===== src/rtl/varredor_matriz_leds.sv =====
// varredor_matriz_leds
// Time-multiplexed scan driver for a 5-column x 7-line LED matrix.
// - Latches the column maps once per frame, so the display never tears.
// - Blinks cells selected by a per-cell mask.
// - Inserts a dark gap between columns to suppress ghosting.
//
// Ports:
//   clock_in          system clock, rising edge
//   reset_n           asynchronous active-low reset
//   enable            1 = scan, 0 = matrix dark
//   mapa0..mapa4      column k map, bit i = line i lit
//   pisca0..pisca4    column k blink mask, bit i = cell blinks
//   l                 line drive, active-low
//   c                 column select, active-low one-hot
//   frame_fim         one-cycle pulse on the first column-0 cycle of each
//                     frame after the first
//
// state  | meaning
// OCIOSO | matrix dark, waiting for enable
// ATIVO  | column col is being driven
// BLANK  | inter-column dark gap
module varredor_matriz_leds #(
  parameter int TICKS_POR_COLUNA = 1000,
  parameter int TICKS_BLANK      = 50,
  parameter int FRAMES_PISCA     = 25
) (
  input  logic       clock_in,
  input  logic       reset_n,
  input  logic       enable,
  input  logic [6:0] mapa0,
  input  logic [6:0] mapa1,
  input  logic [6:0] mapa2,
  input  logic [6:0] mapa3,
  input  logic [6:0] mapa4,
  input  logic [6:0] pisca0,
  input  logic [6:0] pisca1,
  input  logic [6:0] pisca2,
  input  logic [6:0] pisca3,
  input  logic [6:0] pisca4,
  output logic [6:0] l,
  output logic [4:0] c,
  output logic       frame_fim
);

  localparam int CNT_MAX = (TICKS_POR_COLUNA > TICKS_BLANK) ? TICKS_POR_COLUNA : TICKS_BLANK;
  localparam int CW      = $clog2(CNT_MAX + 1);
  localparam int FW      = $clog2(FRAMES_PISCA + 1);

  typedef enum logic [1:0] {OCIOSO, ATIVO, BLANK} estado_t;

  estado_t       estado;
  logic [2:0]    col;
  logic [CW-1:0] cnt;
  logic [FW-1:0] frame_cnt;
  logic          fase;
  logic [6:0]    sh_mapa  [5];
  logic [6:0]    sh_pisca [5];

  logic [6:0] mapa_in  [5];
  logic [6:0] pisca_in [5];

  assign mapa_in[0]  = mapa0;
  assign mapa_in[1]  = mapa1;
  assign mapa_in[2]  = mapa2;
  assign mapa_in[3]  = mapa3;
  assign mapa_in[4]  = mapa4;
  assign pisca_in[0] = pisca0;
  assign pisca_in[1] = pisca1;
  assign pisca_in[2] = pisca2;
  assign pisca_in[3] = pisca3;
  assign pisca_in[4] = pisca4;

  function automatic logic [6:0] pixel(input logic [6:0] m, input logic [6:0] p, input logic f);
    return m & ~(p & {7{f}});
  endfunction

  logic       fim_quadro;
  logic       wrap_pisca;
  logic       fase_nova;
  logic       fim_ativo;
  logic       avancar;
  logic [2:0] col_seg;
  logic [6:0] pix_seg;
  logic [6:0] pix_quadro;

  assign fim_quadro = (col == 3'd4);
  assign wrap_pisca = (frame_cnt == FW'(FRAMES_PISCA - 1));
  assign fase_nova  = wrap_pisca ? ~fase : fase;
  assign fim_ativo  = (estado == ATIVO) && (cnt == CW'(TICKS_POR_COLUNA - 1));

  // Column advance happens at the end of BLANK, or straight out of ATIVO
  // when there is no blank phase at all.
  assign avancar = ((estado == BLANK) && (TICKS_BLANK != 0) && (cnt == CW'(TICKS_BLANK - 1)))
                 || (fim_ativo && (TICKS_BLANK == 0));

  assign col_seg = fim_quadro ? 3'd0 : col + 3'd1;
  assign pix_seg = pixel(sh_mapa[col_seg], sh_pisca[col_seg], fase);
  // A new frame shows the inputs being latched now, with the blink phase
  // that takes effect at this same edge.
  assign pix_quadro = pixel(mapa0, pisca0, fase_nova);

  always_ff @(posedge clock_in or negedge reset_n) begin
    if (!reset_n) begin
      estado    <= OCIOSO;
      col       <= 3'd0;
      cnt       <= '0;
      frame_cnt <= '0;
      fase      <= 1'b0;
      c         <= 5'b11111;
      l         <= 7'b1111111;
      frame_fim <= 1'b0;
      for (int k = 0; k < 5; k++) begin
        sh_mapa[k]  <= 7'd0;
        sh_pisca[k] <= 7'd0;
      end
    end else if (!enable) begin
      // shadows intentionally hold
      estado    <= OCIOSO;
      col       <= 3'd0;
      cnt       <= '0;
      frame_cnt <= '0;
      fase      <= 1'b0;
      c         <= 5'b11111;
      l         <= 7'b1111111;
      frame_fim <= 1'b0;
    end else begin
      frame_fim <= 1'b0;
      case (estado)
        OCIOSO: begin
          estado <= ATIVO;
          col    <= 3'd0;
          cnt    <= '0;
          for (int k = 0; k < 5; k++) begin
            sh_mapa[k]  <= mapa_in[k];
            sh_pisca[k] <= pisca_in[k];
          end
          c <= 5'b11110;
          l <= ~pixel(mapa0, pisca0, 1'b0);
        end
        default: begin
          if (avancar) begin
            estado <= ATIVO;
            cnt    <= '0;
            col    <= col_seg;
            c      <= ~(5'b00001 << col_seg);
            if (fim_quadro) begin
              for (int k = 0; k < 5; k++) begin
                sh_mapa[k]  <= mapa_in[k];
                sh_pisca[k] <= pisca_in[k];
              end
              frame_cnt <= wrap_pisca ? '0 : frame_cnt + FW'(1);
              fase      <= fase_nova;
              frame_fim <= 1'b1;
              l         <= ~pix_quadro;
            end else begin
              l <= ~pix_seg;
            end
          end else if (fim_ativo) begin
            estado <= BLANK;
            cnt    <= '0;
            c      <= 5'b11111;
            l      <= 7'b1111111;
          end else begin
            cnt <= cnt + CW'(1);
          end
        end
      endcase
    end
  end

endmodule

===== config.mk =====
export PLATFORM = sky130hd
export DESIGN_NAME = varredor_matriz_leds
export DESIGN_NICKNAME = d
export VERILOG_FILES = /design/src/rtl/varredor_matriz_leds.sv
export SDC_FILE = /design/constraint.sdc
export NUM_CORES = 1
export LEC_CHECK = 0
export CORE_MARGIN = 2
export CORE_UTILIZATION = 55
export CTS_CLUSTER_SIZE = 28
export DETAILED_ROUTE_END_ITERATION = 8
export GPL_ROUTABILITY_DRIVEN = 0
export PLACE_DENSITY = 0.82
export SLEW_MARGIN = 20
export SYNTH_ARGS = -nofsm -noshare
export SYNTH_HDL_FRONTEND = slang
export SYNTH_SLANG_ARGS = --single-unit

===== constraint.sdc =====
create_clock -name clock_in -period 6 [get_ports clock_in]
set_input_delay 1.2 -clock clock_in [delete_from_list [all_inputs] [get_ports clock_in]]
set_output_delay 1.2 -clock clock_in [all_outputs]
set_load 0.005 [all_outputs]

==> impl_metrics.csv, run 1 <==
group,metric,value,unit
cts,cts_resized,0,
min_path,hp-class,"reg -> reg",
setup_path,critPathCaptureType,"flip-flop",
synthesis,ys_types,72,
final_layout,instances_no_fill,666,
synthesis,synth_edf_count,0,
final_layout,syn_to_final_growth,20.5,%
setup_path,r2r_start,"col[0]",
floorplanning,std_cell_rows,35,
grt,grt.overflow.total,0,
cts,clkSlewWorstSetupHoldPaths,0.11,ns
sta,finClkSkew,0.0144,ns
drt,dr.pass1.iters,6,
final_layout,nets,613,
cts,postCtsHoldBufs,0,
setup_path,startpoint,"col[0]",
sta,period_share,0.587,
sta,finalHoldViolCount,0,
drt,wirelength,12700,um
floorplanning,die_h,102,um
floorplanning,core,0.00924,sq mm
drt,drtAntennaViolNets,0,
grt,antenna_found_initial,0,
flow_run,maxCapViolCount,0,
synthesis,synth_top_cell_area_share,0.439,
drt,num_vias,3979,
synthesis,synth_most_common_cell,"dfrtp_1",
synthesis,yosys_warnings,0,
cts,clockBufferDepth,2,
final_layout,num_antenna_cells,0,
grt,grt.total_usage,0.260,
synthesis,postSynthAreaPerCell,11.4,sq um
drt,drc,0,
floorplanning,io_pins,86,
synthesis,synth_nets,540,
cts,insertion_delay,0.39,ns
cts,cts_tree,"yes",
drt,avgRoutedWirePerCell,19.0,um
placement,dp_hpwl,8970,um
power,ir_worst_vdd,0.148,mV
synthesis,synth-seq-cells,104,
placement,io_buffers,85,
synthesis,synth-seq-area-share,0.499,
setup_path,critPathMaxFanout,30,
sta,period_minus_slack,3.52,ns
min_path,hold_start,"sh_pisca[11]",
sta,finalSetupTns,0,ns
power,p_leak,2.53,nW
sta,rsz0062_at_grt,"false",
cts,cts.sinks,104,
power,power-per-cell-area,253,mW/mm^2
cts,htreeDepth,3,
synthesis,synth_top_flop_cell,"dfrtp_1",
sta,tightest_slew,1.11,ns
synthesis,post-synth-top-area-cell,"dfrtp_1",
sta,fmax,284,MHz
setup_path,start_kind,"flip-flop",
synthesis,synthTopCellsByCount,"92 x dfrtp_1, 60 x mux2_2, 46 x nand2_1",
floorplanning,die_area,0.0103,sq mm
synthesis,syn_area,0.00524,sq mm
final_layout,drive_above_1_share,0.218,
sta,relSlewSlack,0.260,
floorplanning,fp.dieW,102,um
grt,grt_max_degree,71,
grt,grt_first_pass_wirelength,20400,um
setup_path,cp.required,6.33,ns
floorplanning,start_util,0.568,
sta,setup_violations,0,
cts,cts_setup_buffers,0,
synthesis,synthCells,459,
setup_path,critical_path_arrival,3.86,ns
status,status,"complete, no violations",
setup_path,worstSetupPathType,"reg -> reg",
cts,cts_root_buf,"clkbuf_8",
synthesis,ys_async_sr_fraction,1.00,
placement,placedCellCount,650,
synthesis,ys_top_cells_by_area,"dfrtp_1 44%, mux2_2 13%, dfstp_2 6.0%",
drt,drt_iter0_markers,354,
drt,via_per_inst,5.97,
cts,cts_buffers,9,
grt,grt_pass1_vias,3959,
sta,drv_slew,0,
==> layout by cell type (no fill, tap or decap), types with 5 or more instances in the layout <==
cell	n
a21oi_1	23
xor2_1	7
xnor2_1	5
inv_1	9
nand2_1	46
mux2_1	10
o22ai_1	7
a31oi_1	5
mux2_2	60
clkbuf_8	9
dfstp_2	12
nor3_1	9
nand3_1	19
nor2_1	26
o21ai_0	13
ha_1	8
dfrtp_1	92
clkdlybuf4s50_1	84
==> power breakdown <==
group / internal [mW] / total, mW / switching (mW)
Clock: 0.205 / 0.471 / 0.266
Combinational: 0.161 / 0.263 / 0.102
Sequential: 0.800 / 0.861 / 0.0607
==> through the flow <==
step                      area [sq um]  total power, mW  hold slack, ns  utilization  setup WS [ns]
after CTS                         6320             1.61           0.498        0.684           2.56
after detailed placement          6100             1.14           0.476        0.660           2.19
final                             6320             1.60           0.496        0.684           2.48
after global placement            6100             1.12           0.457        0.660           2.31
after global routing              6320             1.67           0.518        0.684           2.27
after floorplan                   5240             1.02           0.438            -           3.53
==> layout make-up <==
class	instances	area, sq um
clock buffer	9	124
clock inverter	7	97.6
fill	706	2920
inverter	9	33.8
multi-input combinational	320	2410
sequential	104	2620
tap	129	161
timing repair buffer	88	871
==> kinds of logic (layout without fill, tap and decap cells) <==
group                    Yosys count  in the layout  synth area share
AND/OR/NAND/NOR                  137            137             0.137
flip-flops                       104            104             0.499
AO/OA/AOI/OAI                     89             89             0.119
multiplexers                      74             74             0.165
buffers and inverters             35            113            0.0408
XOR/XNOR                          12             12            0.0200
adder cells (fa/ha/maj)            8              8            0.0191
==> flip-flops by register name (all words and copies together), names as in the netlist <==
| name | flops |
|---|---|
| sh_pisca | 35 |
| fase | 1 |
| frame_cnt | 5 |
| cnt | 10 |
| estado | 2 |
| c | 5 |
| frame_fim | 1 |
| l | 7 |
| sh_mapa | 35 |
| col | 3 |
==> metal layers <==
layer,vias up,wire length (um),track usage
met5,-,0,0
met4,0,346,0.0925
met3,36,934,0.0504
met2,201,6150,0.418
met1,1935,5250,0.356
li1,1807,-,-
==> final timing paths <==
kind | endpoint | slack, ns | cells past startpoint
max in group asynchronous | sh_mapa[27] | 4.03 | 2
min reg2reg | sh_pisca[11] | 0.50 | 1
max | l[4] | 2.48 | 8
min in group asynchronous | sh_pisca[12] | 0.84 | 1
max reg2reg | l[4] | 2.48 | 8
min | sh_pisca[11] | 0.50 | 1
==> worst max-delay path: stages (launching register included) <==
cell and delay (ns):
dfrtp_1 0.71, inv_1 0.28, ha_1 0.74, nand2b_1 0.47, a21oi_4 0.30, and2_1 0.39, a21oi_1 0.15, a32oi_1 0.27
o22a_1 0.16
Note: power is estimated with default switching activity, not from simulation.
==> run 2: changes to the inputs <==
- CORE_UTILIZATION: 55 -> 54
- PLACE_DENSITY: 0.82 -> 0.81
- clock period: 6 -> 3.4 ns (I/O delays scaled with it)
==> impl_metrics.csv, run 2 (synthesis results as in run 1) <==
group,metric,value,unit
status,status,"complete, no violations",
placement,dp_hpwl,9190,um
setup_path,start_kind,"flip-flop",
power,p_leak,2.56,nW
power,switching_share,0.267,
sta,relSlewSlack,0.556,
setup_path,critPathCaptureType,"flip-flop",
sta,holdWs,0.312,ns
cts,postCtsHoldBufs,0,
cts,cts_tree,"yes",
drt,drtAntennaViolNets,0,
drt,num_vias,4034,
grt,antenna_found_initial,0,
cts,cts.sinks,104,
power,power-per-cell-area,441,mW/mm^2
setup_path,worstSetupPathType,"reg -> reg",
setup_path,crit_path_top_delay_cell,"or3b_2",
sta,drv_slew,0,
cts,cts_root_buf,"clkbuf_8",
drt,dr.pass1.iters,7,
sta,finalHoldViolCount,0,
setup_path,critical_path_arrival,3.17,ns
flow_run,maxCapViolCount,0,
sta,fmax,349,MHz
setup_path,cp_slowest_stage_delay,0.58,ns
sta,setup_violations,0,
sta,period_minus_slack,2.87,ns
power,ir_worst_vdd,0.305,mV
cts,cts_setup_buffers,0,
final_layout,reg.largest.list,"sh_mapa x35, sh_pisca x35, cnt x10",
final_layout,drive_above_1_share,0.223,
setup_path,critPathMaxFanout,13,
placement,io_buffers,85,
power,power.internal,2.05,mW
cts,cts_resized,0,
drt,drt_iter0_markers,300,
final_layout,num_antenna_cells,0,
setup_path,cp_common_cell,"a21oi_1",
cts,clockBufferDepth,2,
setup_path,path_cells,"buf_4 -> ha_1 -> or3b_2 -> a21oi_4 -> and2_1 -> a21oi_1 -> a32o_1 -> a21oi_1",
cts,htreeDepth,3,
sta,rsz0062_at_grt,"false",
drt,wirelength,12900,um
setup_path,cp_num_buf_inv,1,
floorplanning,die_h,103,um
drt,via_per_inst,6.01,
placement,post-place-ws,0.513,ns
power,combPwrFrac,0.169,
floorplanning,start_util,0.562,
setup_path,crit_family,"simple AND/OR/NAND/NOR gates",
setup_path,cp.required,3.70,ns
cts,insertion_delay,0.38,ns
final_layout,nets,618,
min_path,hp-class,"in -> async",
floorplanning,die_area,0.0105,sq mm
sta,setup_ws,0.531,ns
drt,avgRoutedWirePerCell,19.2,um
floorplanning,io_pins,86,
grt,grt_first_pass_wirelength,20700,um
cts,cts_buffers,9,
grt,grt_pass1_vias,4102,
grt,grt.overflow.total,0,
cts,clkSlewWorstSetupHoldPaths,0.11,ns
final_layout,final_cell_mix,"92 x dfrtp_1, 84 x clkdlybuf4s50_1, 60 x mux2_2",
sta,finalSetupTns,0,ns
sta,period_share,0.844,
grt,grt_max_degree,53,
floorplanning,core,0.00933,sq mm
power,seqPwrFrac,0.544,
final_layout,final_common_cell,"dfrtp_1",
floorplanning,std_cell_rows,35,
final_layout,syn_to_final_growth,21.1,%
drt,drc,0,
floorplanning,fp.dieW,103,um
grt,grt.total_usage,0.258,
sta,tightest_slew,0.666,ns
sta,finClkSkew,0.0102,ns
power,switchingPower,748,uW
power,clockPowerShare,0.288,
[run 2: cell types whose count changed in the layout (fill, tap and decap cells not counted), sizes merged]
| cell | delta |
|---|---|
| buf | +5 |
| clkbuf | +1 |
| inv | -1 |
[run 2: worst register-to-register path, cell delays in order, from the launching register on]
cell,delay [ns]
dfrtp_1,0.40
buf_4,0.20
ha_1,0.39
or3b_2,0.58
a21oi_4,0.28
and2_1,0.39
a21oi_1,0.14
a32o_1,0.27
a21oi_1,0.16
[run 2: per-layer routing]
metal	global-route usage	wire (um)	share of wire
met3	0.0637	902	0.070
met4	0.0831	324	0.025
met5	0	0	0
met1	0.353	5530	0.43
met2	0.408	6150	0.48
[run 2: worst paths after layout]
check / depth (start not counted) / end / startpoint / slack, ns
hold reg to reg: 1 / frame_cnt[4] / frame_cnt[4] / 0.49
setup reg to reg: 8 / l[1] / col[0] / 0.53
max in group asynchronous: 2 / l[4] / reset_n / 2.21
min in group clock_in: 1 / frame_cnt[4] / frame_cnt[4] / 0.49
hold / removal: 1 / sh_pisca[19] / reset_n / 0.31
setup / recovery: 8 / l[1] / col[0] / 0.53
[run 2: power by group through the flow]
stage,Clock (mW),Combinational (mW),Sequential [mW]
after floorplan,0,0.299,1.50
after global placement,0,0.454,1.54
after detailed placement,0,0.473,1.54
after CTS,0.814,0.474,1.52
after global routing,0.862,0.513,1.54
final,0.807,0.472,1.52
[run 2: layout make-up]
cell class | count | area [sq um]
Inverter | 9 | 33.8
Tap cell | 129 | 161
Timing Repair Buffer | 93 | 921
Clock inverter | 6 | 76.3
Fill cell | 702 | 2980
Multi-Input combinational cell | 320 | 2410
Sequential cell | 104 | 2620
Clock buffer | 10 | 128
[run 2: through the flow]
step | cell area, sq um | power, mW | util | cells
final | 6350 | 2.80 | 0.681 | 671
after floorplan | 5240 | 1.80 | - | 459
after global placement | 6150 | 1.99 | 0.659 | 655
after global routing | 6350 | 2.92 | 0.681 | 671
after detailed placement | 6150 | 2.02 | 0.659 | 655
after CTS | 6350 | 2.81 | 0.681 | 671
==> run 3: changes to the inputs <==
- clock period: 3.4 -> 2.9 ns (I/O delays scaled with it)
==> impl_metrics.csv, run 3 (synthesis results as in run 1) <==
group,metric,value,unit
floorplanning,std_cell_rows,35,
drt,via_per_inst,6.08,
power,combPwrFrac,0.174,
grt,met1_usage,0.354,
placement,placedCellCount,660,
sta,holdWs,0.187,ns
sta,finalSetupTns,0,ns
placement,post-place-ws,0.281,ns
power,power.internal,2.33,mW
setup_path,rr_worst_depth,8,
setup_path,startpoint,"col[0]",
setup_path,cp_common_cell,"a32o_1",
power,power-per-cell-area,506,mW/mm^2
setup_path,critPathCaptureType,"flip-flop",
grt,grt_max_degree,60,
grt,grt_pass1_vias,4092,
sta,fmax,385,MHz
sta,relSlewSlack,0.608,
drt,wirelength,13100,um
sta,finClkSkew,0.0115,ns
setup_path,r2r_start,"col[0]",
cts,clkSlewWorstSetupHoldPaths,0.11,ns
drt,drc,0,
final_layout,num_antenna_cells,0,
cts,cts_setup_buffers,0,
cts,insertion_delay,0.38,ns
final_layout,final_common_cell,"dfrtp_1",
floorplanning,start_util,0.562,
placement,dp_hpwl,9490,um
setup_path,ff2ff_setup_slack,0.30,ns
power,ir_worst_vdd,0.338,mV
setup_path,path_cells,"inv_1 -> ha_1 -> and2_4 -> or3_1 -> o221a_2 -> a32o_1 -> a32o_1 -> a21oi_1",
grt,antenna_found_initial,0,
cts,cts_resized,0,
placement,place_area,0.00621,sq mm
final_layout,final_cell_mix,"92 x dfrtp_1, 84 x clkdlybuf4s50_1, 60 x mux2_2",
cts,postCtsHoldBufs,0,
setup_path,critPathMaxFanout,14,
power,p_leak,2.58,nW
setup_path,cp_slowest_stage_delay,0.42,ns
final_layout,instances_no_fill,675,
power,switching_share,0.278,
placement,io_buffers,85,
drt,dr.pass1.iters,5,
power,clockPowerShare,0.273,
sta,drv_slew,0,
sta,finalHoldViolCount,0,
final_layout,nets,623,
power,switchingPower,901,uW
sta,tightest_slew,0.589,ns
setup_path,crit_path_top_delay_cell,"or3_1",
drt,drt_iter0_markers,314,
floorplanning,io_pins,86,
cts,cts_buffers,9,
cts,clockBufferDepth,2,
drt,num_vias,4105,
grt,grt_first_pass_wirelength,20700,um
floorplanning,die_h,103,um
min_path,hp-class,"in -> async",
grt,busiest_layer,"met2",
cts,cts.sinks,104,
cts,cts_tree,"yes",
final_layout,reg.largest.list,"sh_mapa x35, sh_pisca x35, cnt x10",
cts,htreeDepth,3,
sta,period_share,0.896,
flow_run,maxCapViolCount,0,
grt,grtUsageMet2,0.412,
power,total_power,3.24,mW
floorplanning,fp.dieW,103,um
setup_path,critical_path_arrival,2.90,ns
floorplanning,core,0.00933,sq mm
floorplanning,die_area,0.0105,sq mm
setup_path,cp.required,3.20,ns
final_layout,drive_above_1_share,0.231,
drt,avgRoutedWirePerCell,19.4,um
final_layout,syn_to_final_growth,22.0,%
status,status,"complete, no violations",
sta,period_minus_slack,2.60,ns
final_layout,fin_util,0.686,
grt,grt.total_usage,0.261,
setup_path,start_kind,"flip-flop",
drt,drtAntennaViolNets,0,
sta,rsz0062_at_grt,"false",
grt,grt.overflow.total,0,
cts,cts_root_buf,"clkbuf_8",
setup_path,r2r_end,"l[6]",
sta,setup_ws,0.301,ns
final_layout,final_area,0.00639,sq mm
setup_path,worstSetupPathType,"reg -> reg",
power,seqPwrFrac,0.553,
sta,setup_violations,0,
grt,gr-usage-met3,0.0556,
[run 3: cell types whose count changed in the layout (fill, tap and decap cells not counted)]
cell / delta
bufinv_16: -1
clkbuf_1: -1
inv_6: +3
buf_12: +2
clkinv_8: +1
buf_4: +3
clkinv_4: -3
[run 3: final cells by class]
| type | instances | area, sq um |
|---|---|---|
| fillers | 678 | 2930 |
| flip-flops and latches | 104 | 2620 |
| multi-input cells | 320 | 2410 |
| repair buffers | 98 | 983 |
| well taps | 129 | 161 |
| clock buffers | 9 | 124 |
| clock inverters | 6 | 62.6 |
| inverters | 9 | 33.8 |
[run 3: worst max path at each step]
stage	end	slack [ns]	cells after the start
3_3_place_gp	sh_mapa[14]	0.37	6
2_1_floorplan	l[1]	0.44	10
4_1_cts	l[6]	0.35	8
6_report	l[6]	0.30	8
5_1_grt	l[4]	0.18	9
3_5_place_dp	sh_mapa[10]	0.28	6
[run 3: power groups by stage]
| stage | sequential, mW | combinational [mW] | clock [mW] |
|---|---|---|---|
| after global placement | 1.81 | 0.543 | 0 |
| after CTS | 1.79 | 0.566 | 0.893 |
| after detailed placement | 1.81 | 0.564 | 0 |
| after floorplan | 1.76 | 0.351 | 0 |
| final | 1.79 | 0.563 | 0.883 |
| after global routing | 1.81 | 0.612 | 0.953 |
[run 3: critical path, delay by kind of cell (launching register included)]
| family | cells | cell delay [ns] |
|---|---|---|
| buffers and inverters | 1 | 0.11 |
| adders and majority gates | 1 | 0.38 |
| AOI/OAI and AO/OA | 4 | 0.97 |
| and+or+nand+nor | 2 | 0.70 |
| DFF | 1 | 0.36 |
[run 3: layer usage]
layer  vias to the layer above  part of all wire
li1                       1827                 -
met1                      2030              0.41
met2                       214              0.48
met3                        34             0.077
met4                         0             0.026
met5                         -                 0
